### src/rtl/avg_window.sv
// Moving-average filter over the last 2**LOG2_DEPTH accepted samples.
// Running sum is updated in O(1) per sample; the average is an exact shift.
module avg_window #(
  parameter int WIDTH      = 8,
  parameter int LOG2_DEPTH = 2,
  parameter bit SIGNED     = 1'b1
) (
  input  logic             clk_i,
  input  logic             rst_ni,
  input  logic             valid_i,
  input  logic [WIDTH-1:0] data_i,
  input  logic             clear_i,
  output logic             valid_o,
  output logic [WIDTH-1:0] data_o,
  output logic             full_o
);

  localparam int DEPTH = 1 << LOG2_DEPTH;
  localparam int SUM_W = WIDTH + LOG2_DEPTH;
  localparam int CNT_W = LOG2_DEPTH + 1;
  localparam logic [CNT_W-1:0] DEPTH_CNT = CNT_W'(DEPTH);

  logic [WIDTH-1:0]      mem_reg [DEPTH];
  logic [LOG2_DEPTH-1:0] wp_reg;
  logic [SUM_W-1:0]      sum_reg;
  logic [SUM_W-1:0]      sum_next;
  logic [CNT_W-1:0]      cnt_reg;
  logic [CNT_W-1:0]      cnt_next;
  logic [WIDTH-1:0]      data_reg;
  logic                  valid_reg;
  logic                  full_reg;

  logic                  accept;
  logic [WIDTH-1:0]      old_sample;
  logic [SUM_W-1:0]      new_ext;
  logic [SUM_W-1:0]      old_ext;
  logic [DEPTH-1:0]      slot_we;

  assign accept     = valid_i & ~clear_i;
  assign old_sample = mem_reg[wp_reg];

  generate
    if (SIGNED) begin : g_sext
      assign new_ext = {{LOG2_DEPTH{data_i[WIDTH-1]}}, data_i};
      assign old_ext = {{LOG2_DEPTH{old_sample[WIDTH-1]}}, old_sample};
    end else begin : g_zext
      assign new_ext = {{LOG2_DEPTH{1'b0}}, data_i};
      assign old_ext = {{LOG2_DEPTH{1'b0}}, old_sample};
    end
  endgenerate

  for (genvar gi = 0; gi < DEPTH; gi++) begin : g_slot_we
    assign slot_we[gi] = accept && (wp_reg == LOG2_DEPTH'(gi));
  end

  assign sum_next = sum_reg + new_ext - old_ext;
  assign cnt_next = (cnt_reg == DEPTH_CNT) ? cnt_reg : cnt_reg + 1'b1;

  // Empty slots must read as 0 so the fill phase averages against zeros.
  always_ff @(posedge clk_i) begin
    for (int i = 0; i < DEPTH; i++) begin
      if (!rst_ni || clear_i) begin
        mem_reg[i] <= '0;
      end else if (slot_we[i]) begin
        mem_reg[i] <= data_i;
      end
    end
  end

  always_ff @(posedge clk_i) begin
    if (!rst_ni) begin
      wp_reg    <= '0;
      sum_reg   <= '0;
      cnt_reg   <= '0;
      data_reg  <= '0;
      valid_reg <= 1'b0;
      full_reg  <= 1'b0;
    end else if (clear_i) begin
      wp_reg    <= '0;
      sum_reg   <= '0;
      cnt_reg   <= '0;
      valid_reg <= 1'b0;
      full_reg  <= 1'b0;
    end else if (valid_i) begin
      wp_reg    <= wp_reg + 1'b1;
      sum_reg   <= sum_next;
      cnt_reg   <= cnt_next;
      // Dropping the low LOG2_DEPTH bits is the floor shift for both signed
      // and unsigned sums once truncated to WIDTH.
      data_reg  <= sum_next[SUM_W-1 -: WIDTH];
      valid_reg <= 1'b1;
      full_reg  <= (cnt_next == DEPTH_CNT);
    end else begin
      valid_reg <= 1'b0;
    end
  end

  assign valid_o = valid_reg;
  assign data_o  = data_reg;
  assign full_o  = full_reg;

endmodule

### config.mk
export PLATFORM = sky130hd
export DESIGN_NAME = avg_window
export DESIGN_NICKNAME = d
export VERILOG_FILES = /design/src/rtl/avg_window.sv
export SDC_FILE = /design/constraint.sdc
export NUM_CORES = 1
export LEC_CHECK = 0
export ABC_AREA = 1
export BUFFER_PORTS_ARGS = -buffer_cell sky130_fd_sc_hd__buf_2
export CAP_MARGIN = 10
export CORE_MARGIN = 8
export CORE_UTILIZATION = 30
export CTS_CLUSTER_DIAMETER = 120
export DETAILED_ROUTE_END_ITERATION = 10
export PLACE_DENSITY = 0.49
export RECOVER_POWER = 50
export REMOVE_ABC_BUFFERS = 1
export SLEW_MARGIN = 20
export SYNTH_ARGS = -nofsm -noshare
export SYNTH_HDL_FRONTEND = slang
export SYNTH_SLANG_ARGS = --single-unit
### constraint.sdc
create_clock -name clk_i -period 3.05 [get_ports clk_i]
set_input_delay 0.305 -clock clk_i [delete_from_list [all_inputs] [get_ports clk_i]]
set_output_delay 0.305 -clock clk_i [all_outputs]
set_load 0.05 [all_outputs]
==> After elaboration in Yosys (flattened, before gate mapping) <==
Memory sizes are Yosys's and may differ from the RTL's. A register that Yosys moved wholly into a read port is not among the register bits.
Index checks and enable logic that the tools add are counted.
W data, S select, Z words.
{ "totals": {"ramBits": 32, "in_bits": 12, "ff_bits": 25, "output_inout_bits": 10, "memories": 1} }
{ "memory_table": {"columns": ["name", "depth", "width", "read_ports", "rd_clocked_by_memory_dff", "wr", "line", "text"], "rows": [
  ["mem_reg", 4, 8, 1, 1, 4, "23", "logic [WIDTH-1:0] mem_reg [DEPTH];"]
]} }
{ "classes": {"n_addsub": 4, "bitwise_logic": 7, "n_reduce_logical": 9, "n_eq_ne": 5, "mux": 22} }
{ "op_table": {"columns": ["operator", "count"], "rows": [
  ["$mux W8", 4],
  ["$mux W1", 15],
  ["$add A10 B10 Y10", 1],
  ["$sub A10 B10 Y10", 1],
  ["$eq A3 B3 Y1 const B", 2],
  ["$eq A2 B2 Y1 const B", 2],
  ["$logic_and A1 B1 Y1", 4],
  ["$mux W2", 2],
  ["$or A1 B1 Y1", 4],
  ["$add A3 B1 Y3 const B", 1],
  ["$mux W3", 1],
  ["$add A2 B1 Y2 const B", 1],
  ["$eq A2 B1 Y1 const B", 1],
  ["$logic_not A2 Y1", 1],
  ["$not A1 Y1", 2],
  ["$reduce_and A2 Y1", 1],
  ["$reduce_or A2 Y1", 1],
  ["$and A1 B1 Y1", 1],
  ["$logic_not A1 Y1", 1],
  ["$logic_or A1 B1 Y1", 1]
]} }

==> Longest topological paths before layout <==
Gate-level depths: netlist of the first run.
{ "logic_depth": {"word_depth": 7, "mapped_depth": 18, "depth_no_buf": 16} }

==> Least setup slack after synthesis of the first run <==
Ideal clock, no wire load.
{ "synth_timing": {"kind": "register to register", "startpoint": "register with a tool-made name", "endpoint": "register sum_reg[8]", "path_buffers": 2, "stages_incl_launch_ff": 14, "slack_ns": 0.524, "synth_period_minus_slack_ns": 2.526, "arrival_time_ns": 2.417, "setup_ns": 0.109, "cell_sequence": "dfxtp_1 > clkbuf_2 > inv_1 > buf_2 > nor2_1 > o22ai_1 > fa_1 > fa_1 > o21ai_2 > nand2_1 > nand3_1 > nand3_1 > nand2_1 > inv_1"} }
{ "synth_lines": {"columns": ["item", "line", "text"], "rows": [
  ["to (signal assigned)", "86", "sum_reg <= sum_next;"],
  ["to (decl)", "25", "logic [SUM_W-1:0] sum_reg;"]
]} }

==> impl_metrics.tcl, run 1 <==
set metrics [dict create \
    post_cts_buffers 0 \
    ant_nets 0 \
    synth_seq_cells 59 \
    status "completed" \
    rsz0062_at_grt "false" \
    p_seq_share_pct 39.3 \
    antenna_cells 0 \
    clk_latency_ns 0.34 \
    slowest_stage "fa_1" \
    dr.pass1.iters 4 \
    intPower_mw 1.55 \
    yosys_warnings 0 \
    netSwitchingPower_mw 0.751 \
    drt_iter0_markers 154 \
    syn_area_um2 3280 \
    fin_crit_ns 2.80 \
    dp_hpwl_mm 5.42 \
    fillCellCount 1174 \
    finClkSkew_ns 0.00893 \
    p_per_area_nw_per_um2 622 \
    most-common-layout-cells "inv_1 (74), nor2_1 (67), nand2_1 (62)" \
    fin_tns_setup_ns 0 \
    port_buffers 21 \
    peakVddDrop_mv 0.236 \
    drive_gt1_share_pct 9.09 \
    grt_pass1_wl_mm 12.3 \
    critPathKind "flip-flop to flip-flop" \
    slew_headroom_pct 37.3 \
    crit_arrival_ns 3.03 \
    place_congestion 0.792 \
    cp-start-kind "flip-flop" \
    synth_cell_types 33 \
    numCtsBuffers 9 \
    cp-end-kind "flip-flop" \
    htree_levels 3 \
    clockBufferDepth 2 \
    p_leak_nw 1.75 \
    rows 38 \
    cts.sinks 59 \
    slowest_delay_ns 0.50 \
    p_sw_share_pct 32.7 \
    track_usage_pct 10.8 \
    timing.final.crit_share_pct 91.8 \
    largest_reg_flops 32 \
    clockPowerShare_pct 34.8 \
    final_common_cell "inv_1" \
    areaGrowthSynthToFinish_pct 12.5 \
    hold_viol_final 0 \
    hold_path_class "input port to flip-flop" \
    syn_area_per_cell_um2 8.46 \
    maxCapViolCount 0 \
    cts-root-buf "clkbuf_8" \
    vias 2426 \
    cp_max_fo 16 \
    core_area_um2 10700 \
    grt_max_degree 28 \
    clk_pin_slew_worst_paths_ns 0.07 \
    path_cells "clkinvlp_4, o21ai_0, o22ai_1, fa_1, inv_1, ha_1, nand2_1, nand2_1, o21bai_4, nand2_1, nand2_1, nand2_1, nand3_1, nand2_1, inv_1" \
    syn_inst 388 \
    drc 0 \
    cpMostUsedCell "nand2_1" \
    ios 22 \
    cp.required_ns 3.28 \
    wl_per_cell_um 13.0 \
    setup_viol_count_final 0 \
    antenna_found_initial 0 \
    combPwrFrac_pct 25.8 \
    ys_seq_area_share_pct 45.7 \
    final_nets 451 \
    fmax_mhz 357 \
    slew_violations 0 \
    gr-total-overflow 0 \
    wl_mm 7.23 \
    die_area_um2 14500 \
    tightest_slew_ns 0.939 \
    power_mw 2.30 \
    die_h_um 121 \
    grt_pass1_vias 2475 \
    viasPerCell 4.35 \
    die_w_um 121 \
    cts_tree "yes" \
    start_util_pct 30.6 \
    post-route-util_pct 34.4 \
]
## per-stage QoR
| step | instance area (µm²) | std cells | setup slack [ns] | hold slack, ns |
|---|---|---|---|---|
| 2_1_floorplan | 3240 | 380 | 0.424 | 0.394 |
| 3_3_place_gp | 3520 | 542 | 0.352 | 0.456 |
| 3_5_place_dp | 3520 | 542 | 0.300 | 0.457 |
| 4_1_cts | 3740 | 558 | 0.289 | 0.280 |
| 5_1_grt | 3690 | 558 | 0.0120 | 0.293 |
| 6_report | 3690 | 558 | 0.251 | 0.294 |
## cell type report
class | instances | area, µm² | area share [%]
inverter | 77 | 295 | 7.99
clock inverter | 6 | 90.1 | 2.44
clock buffer | 10 | 128 | 3.46
timing repair buffer | 22 | 100 | 2.71
tap | 140 | 175 | 4.74
sequential | 59 | 1500 | 40.7
multi-input combinational | 244 | 1400 | 38.0
## path summary, 6_finish.rpt
| kind | startpoint | end | slack (ns) | cells past startpoint |
|---|---|---|---|---|
| worst max register to register | flip-flop | sum_reg[7]$_SDFFE_PN0P_ | 0.25 | 15 |
| worst min register to register | data_o[0]$_SDFFE_PN0P_ | data_o[0]$_SDFFE_PN0P_ | 0.47 | 2 |
| worst min-delay path | rst_ni | data_o[0]$_SDFFE_PN0P_ | 0.29 | 3 |
| worst max-delay path | flip-flop | sum_reg[7]$_SDFFE_PN0P_ | 0.25 | 15 |
## power by group through the flow
| stage | Sequential, mW | Clock (mW) | Combinational [mW] |
|---|---|---|---|
| CTS | 0.904 | 0.813 | 0.608 |
| floorplan | 0.961 | 0 | 0.425 |
| global placement | 0.921 | 0 | 0.605 |
| detailed placement | 0.921 | 0 | 0.604 |
| finish | 0.904 | 0.800 | 0.593 |
| global route | 0.909 | 0.848 | 0.688 |
## kinds of logic (layout without fill, tap and decap cells)
kind of cell             Yosys count  in the layout  share of synthesized area (%)
XOR/XNOR                           5              5                           1.33
AO/OA/AOI/OAI                     61             61                           10.4
flip-flops                        59             59                           45.7
adder cells (fa/ha/maj)           26             26                           12.0
AND/OR/NAND/NOR                  152            152                           20.2
buffers and inverters             85            115                           10.3
## cells in the mapped netlist
cell      number  share of area (%)
nor2_2         1               0.19
o21bai_4       1               0.57
o21ai_2        1               0.27
ha_1          17                6.5
buf_4          1               0.23
nand2_4        4                1.4
nand3_1       17                2.6
fa_1           9                5.5
edfxtp_1      32                 29
nor2_4         2               0.69
nand2_1       58                6.6
o22ai_1        7                1.3
o21a_1         1               0.23
nor2_1        66                7.5
o21ai_0       22                3.4
inv_2          2               0.23
xnor2_1        2               0.53
o21ai_1        3               0.46
nand2_2        1               0.19
clkbuf_1       1               0.11
nor2_8         1               0.61
clkbuf_2       1               0.15
a21oi_1       24                3.7
buf_6          1               0.34
buf_2          4               0.61
inv_1         74                8.5
xor2_1         3               0.80
dfxtp_1       27                 16
a21oi_2        1               0.27
nand4_1        1               0.19
a32oi_1        1               0.27
nand3b_1       1               0.23
inv_4          1               0.19
## worst max-delay path: cells and delay by family, from the launching register on
| family | cells | cell delay [ns] |
|---|---|---|
| AO/OA/AOI/OAI | 3 | 0.59 |
| adder cells (fa/ha/maj) | 2 | 0.84 |
| buffers and inverters | 3 | 0.34 |
| flip-flops | 1 | 0.38 |
| AND/OR/NAND/NOR | 7 | 0.56 |
## metal layers
metal,track usage (%),up-vias,part of all wire [%]
li1,-,1275,-
met1,13.4,1110,48
met2,18.0,34,48
met3,2.80,7,3.5
met4,3.28,0,0.84
met5,0,-,0
## what timing repair did
| action | CTS | global route |
|---|---|---|
| resized for setup | 0 | 2 |
| hold endpoints to repair | 0 | 0 |
| hold buffers | 0 | 0 |
| setup endpoints to repair | 0 | 2 |
Note: power is estimated with default switching activity, not from simulation.
==> run 2: changes to the inputs <==
- GPL_TIMING_DRIVEN: not set -> 0
- SKIP_CTS_REPAIR_TIMING: not set -> 1
- SLEW_MARGIN: 20 -> not set
==> run 2 against run 1 <==
Net effect:
- sequential share of layout area decreased by 0.33 points
- sequential power is essentially flat
- via count rose by 2.4%
==> impl_metrics.tcl, run 2 (same netlist as run 1, synthesis figures left out) <==
set metrics [dict create \
    status "completed" \
    final_common_cell "inv_1" \
    path_cells "inv_1, o21ai_0, o22ai_1, ha_1, inv_1, ha_1, inv_1, fa_1, o21ai_2, nand2_1, nand3_1, nand3_1, nand2_1, inv_1" \
    htree_levels 3 \
    gr-total-overflow 0 \
    cp-start-kind "flip-flop" \
    drt_iter0_markers 197 \
    core_area_um2 10700 \
    wl_per_cell_um 13.3 \
    port_buffers 21 \
    drc 0 \
    r2r_cells 14 \
    track_usage_pct 10.6 \
    grt_pass1_vias 2321 \
    wl_met2_mm 3.57 \
    cts-root-buf "clkbuf_8" \
    wl_met1_mm 3.48 \
    ios 22 \
    cts.sinks 59 \
    final_nets 455 \
    clk_pin_slew_worst_paths_ns 0.08 \
    pre_cts_ws_ns -0.287 \
    setup_ws_ns 0.238 \
    routed.top_layer "met4" \
    antenna_cells 0 \
    place_congestion 0.747 \
    grt_pass1_wl_mm 11.9 \
    numCtsBuffers 9 \
    clockBufferDepth 2 \
    dr.pass1.iters 4 \
    maxCapViolCount 0 \
    hold_viol_final 0 \
    finClkSkew_ns 0.0155 \
    crit_arrival_ns 3.06 \
    antenna_found_initial 0 \
    wl_mm 7.48 \
    hold_path_class "input port to flip-flop" \
    fmax_mhz 356 \
    p_per_area_nw_per_um2 606 \
    drive_gt1_share_pct 11.6 \
    slowest_stage "fa_1" \
    setup_viol_count_final 0 \
    viasPerCell 4.42 \
    critPathKind "flip-flop to flip-flop" \
    rows 38 \
    hold_depth 4 \
    grt_max_degree 28 \
    slowest_delay_ns 0.42 \
    most-common-layout-cells "inv_1 (74), nor2_1 (67), nand2_1 (58)" \
    areaGrowthSynthToFinish_pct 13.8 \
    fin_cells 562 \
    holdWs_ns 0.324 \
    power_mw 2.26 \
    slew_headroom_pct 44.3 \
    largest_reg_flops 32 \
    ant_nets 0 \
    peakVddDrop_mv 0.197 \
    cts_tree "yes" \
    cp-end-kind "flip-flop" \
    die_w_um 121 \
    cp_max_fo 9 \
    timing.final.crit_share_pct 92.2 \
    wl_met3_um 347 \
    die_h_um 121 \
    dp_hpwl_mm 5.29 \
    die_area_um2 14500 \
    cpMostUsedCell "inv_1" \
    slew_violations 0 \
    cp.required_ns 3.30 \
    vias 2485 \
    tightest_slew_ns 0.832 \
    p_leak_nw 1.80 \
    fin_crit_ns 2.81 \
    dp_cells 541 \
    start_util_pct 30.6 \
    clk_latency_ns 0.35 \
]
run 2: cell count changes in the layout (fill, tap and decap cells not counted), sizes merged:
cell / before / now
buf: 12 / 16
inv: 76 / 79
bufinv: 2 / 1
clkbuf: 20 / 19
clkinv: 3 / 2
run 2: layout make-up:
cell class	instances	area (µm²)
fill	1148	7010
sequential	59	1510
multi-input combinational	244	1420
inverter	77	294
tap	140	175
timing repair buffer	26	130
clock buffer	9	124
clock inverter	7	82.6
run 2: where the power goes:
part           internal (mW)  switching (mW)
Sequential             0.884          0.0189
Clock                  0.391           0.371
Combinational          0.203           0.396
run 2: path summary, 6_finish.rpt:
check                       from                     end  slack [ns]
max                    flip-flop  data_o[6]$_SDFFE_PN0P_        0.24
min                      clear_i  data_o[0]$_SDFFE_PN0P_        0.32
max reg2reg            flip-flop  data_o[6]$_SDFFE_PN0P_        0.24
min reg2reg  full_o$_SDFFE_PN0P_     full_o$_SDFFE_PN0P_        0.47
run 2: per-stage QoR:
step,utilization [%],instance area (µm²),setup TNS (ns)
floorplan,-,3240,0
global placement,32.7,3520,-2.81
detailed placement,32.7,3520,-3.23
CTS,34.6,3720,-3.64
global route,34.8,3740,-0.00289
finish,34.8,3740,0
run 2: worst max-delay path: cells and delay by family, from the launching register on:
| family | cells | cell delay (ns) |
|---|---|---|
| compound gates | 3 | 0.58 |
| fa+ha+maj | 3 | 0.88 |
| buf+inv | 4 | 0.46 |
| flops | 1 | 0.38 |
| simple gates | 4 | 0.42 |
run 2: layer usage:
layer / up-vias / global-route usage [%]
met3: 10 / 3.54
li1: 1291 / -
met5: - / 0
met2: 49 / 17.2
met4: 0 / 3.04
met1: 1135 / 13.1
==> run 3: changes to the inputs <==
- CORE_ASPECT_RATIO: not set -> 1.2
==> run 3 against run 2 <==
Net effect:
- first-iteration DRC count decreased by 61%
- largest cell class unchanged
- critical path depth unchanged
- core utilization barely moved
- cell count is 1.4% lower
- combinational power about the same
- worst hold slack better by 0.030 ns
- sequential share of layout area decreased by 0.35 points
- critical endpoint unchanged
- clock power rose by 13%
- clock skew fell by 0.011 ns
- worst setup slack improved by 0.056 ns
- total power grew 4.7%
==> impl_metrics.tcl, run 3 (same netlist as run 1, synthesis figures left out) <==
set metrics [dict create \
    status "completed" \
    clockBufferDepth 2 \
    clk_latency_ns 0.33 \
    timing.final.crit_share_pct 90.4 \
    slew_violations 0 \
    tightest_slew_ns 0.772 \
    drt_iter0_markers 77 \
    antenna_found_initial 0 \
    use_met2_pct 20.1 \
    rows 42 \
    most-common-layout-cells "inv_1 (73), nor2_1 (67), nand2_1 (58)" \
    numCtsBuffers 9 \
    critPathKind "flip-flop to flip-flop" \
    placed_area_um2 3510 \
    globalRouteMet1Util_pct 11.3 \
    start_util_pct 30.3 \
    largest_reg_flops 32 \
    viasPerCell 4.52 \
    grt_pass1_wl_mm 12.3 \
    drc 0 \
    dr.pass1.iters 4 \
    fin_tns_setup_ns 0 \
    hold_path_class "input port to flip-flop" \
    antenna_cells 0 \
    r2r_slack_ns 0.29 \
    maxCapViolCount 0 \
    grt_use_met3_pct 2.33 \
    cts-root-buf "clkbuf_16" \
    drive_gt1_share_pct 10.7 \
    p_leak_nw 1.80 \
    fin_cells 554 \
    dp_hpwl_mm 5.41 \
    wl_per_cell_um 13.4 \
    fmax_mhz 363 \
    cp-start-kind "flip-flop" \
    r2r_cells 14 \
    ant_nets 0 \
    wl_mm 7.41 \
    hold_depth 4 \
    worstReg2RegEnd "data_o[6]$_SDFFE_PN0P_" \
    cp.required_ns 3.28 \
    cp-end-kind "flip-flop" \
    fin_area_um2 3770 \
    grt_pass1_vias 2591 \
    areaGrowthSynthToFinish_pct 14.7 \
    hp-start "clear_i" \
    final_nets 456 \
    setup_viol_count_final 0 \
    vias 2504 \
    die_area_um2 14600 \
    hold_viol_final 0 \
    crit_arrival_ns 2.99 \
    grt-busiest-layer "met2" \
    cts.sinks 59 \
    final_common_cell "inv_1" \
    ios 22 \
    cp_max_fo 8 \
    post-route-util_pct 34.8 \
    port_buffers 21 \
    dp_cells 533 \
    p_per_area_nw_per_um2 630 \
    die_w_um 111 \
    peakVddDrop_mv 0.270 \
    gr-total-overflow 0 \
    finClkSkew_ns 0.00434 \
    clk_pin_slew_worst_paths_ns 0.05 \
    slew_headroom_pct 48.3 \
    die_h_um 131 \
    place_congestion 0.823 \
    core_area_um2 10800 \
    track_usage_pct 10.8 \
    grt_max_degree 28 \
    htree_levels 3 \
    holdPathEnd "data_o[0]$_SDFFE_PN0P_" \
    fillCellCount 1170 \
    cts_tree "yes" \
    rsz0062_at_grt "false" \
    fin_crit_ns 2.76 \
]
## run 3: cell type report
class                           count  area, µm²  area share (%)
Clock buffer                       10        229            6.08
Multi-Input combinational cell    244       1410            37.5
Tap cell                          132        165            4.39
Clock inverter                      5       21.3           0.565
Inverter                           77        294            7.81
Timing Repair Buffer               26        130            3.46
Timing Repair inverter              1       7.51           0.199
Sequential cell                    59       1510            40.0
## run 3: power by group
part           total [mW]  internal (mW)  switching [mW]
registers           0.907          0.887          0.0199
clock network       0.866          0.532           0.334
logic               0.598          0.203           0.395
total                2.37           1.62           0.749
## run 3: routing by layer
layer	up-vias	part of all wire, %
li1	1288	-
met1	1165	43
met2	38	51
met5	-	0
met3	13	3.0
met4	0	2.3
## run 3: per-stage QoR
stage / power [mW] / setup slack [ns] / hold WS [ns]
floorplan: 1.39 / 0.424 / 0.394
global placement: 1.52 / -0.229 / 0.448
detailed placement: 1.53 / -0.189 / 0.458
CTS: 2.40 / -0.201 / 0.307
global route: 2.53 / 0.0259 / 0.390
finish: 2.37 / 0.294 / 0.355
## run 3: worst max-delay path by stage
stage,to,depth (start not counted)
4_1_cts,sum_reg[6]$_SDFFE_PN0P_,14
3_3_place_gp,sum_reg[6]$_SDFFE_PN0P_,14
3_5_place_dp,sum_reg[6]$_SDFFE_PN0P_,14
2_1_floorplan,data_o[6]$_SDFFE_PN0P_,11
6_report,data_o[6]$_SDFFE_PN0P_,14
5_1_grt,data_o[7]$_SDFFE_PN0P_,14
## run 3: worst max-delay path, stage by stage (launching register included)
cell and delay (ns):
dfxtp_4 0.41, clkinvlp_4 0.17, buf_4 0.18, o21ai_0 0.14, o22ai_1 0.12, fa_1 0.50, inv_1 0.04, ha_1 0.35
a21oi_1 0.28, o21a_1 0.18, nand2_1 0.05, nand2_1 0.07, nand3_1 0.07, nand2_1 0.07, inv_1 0.03
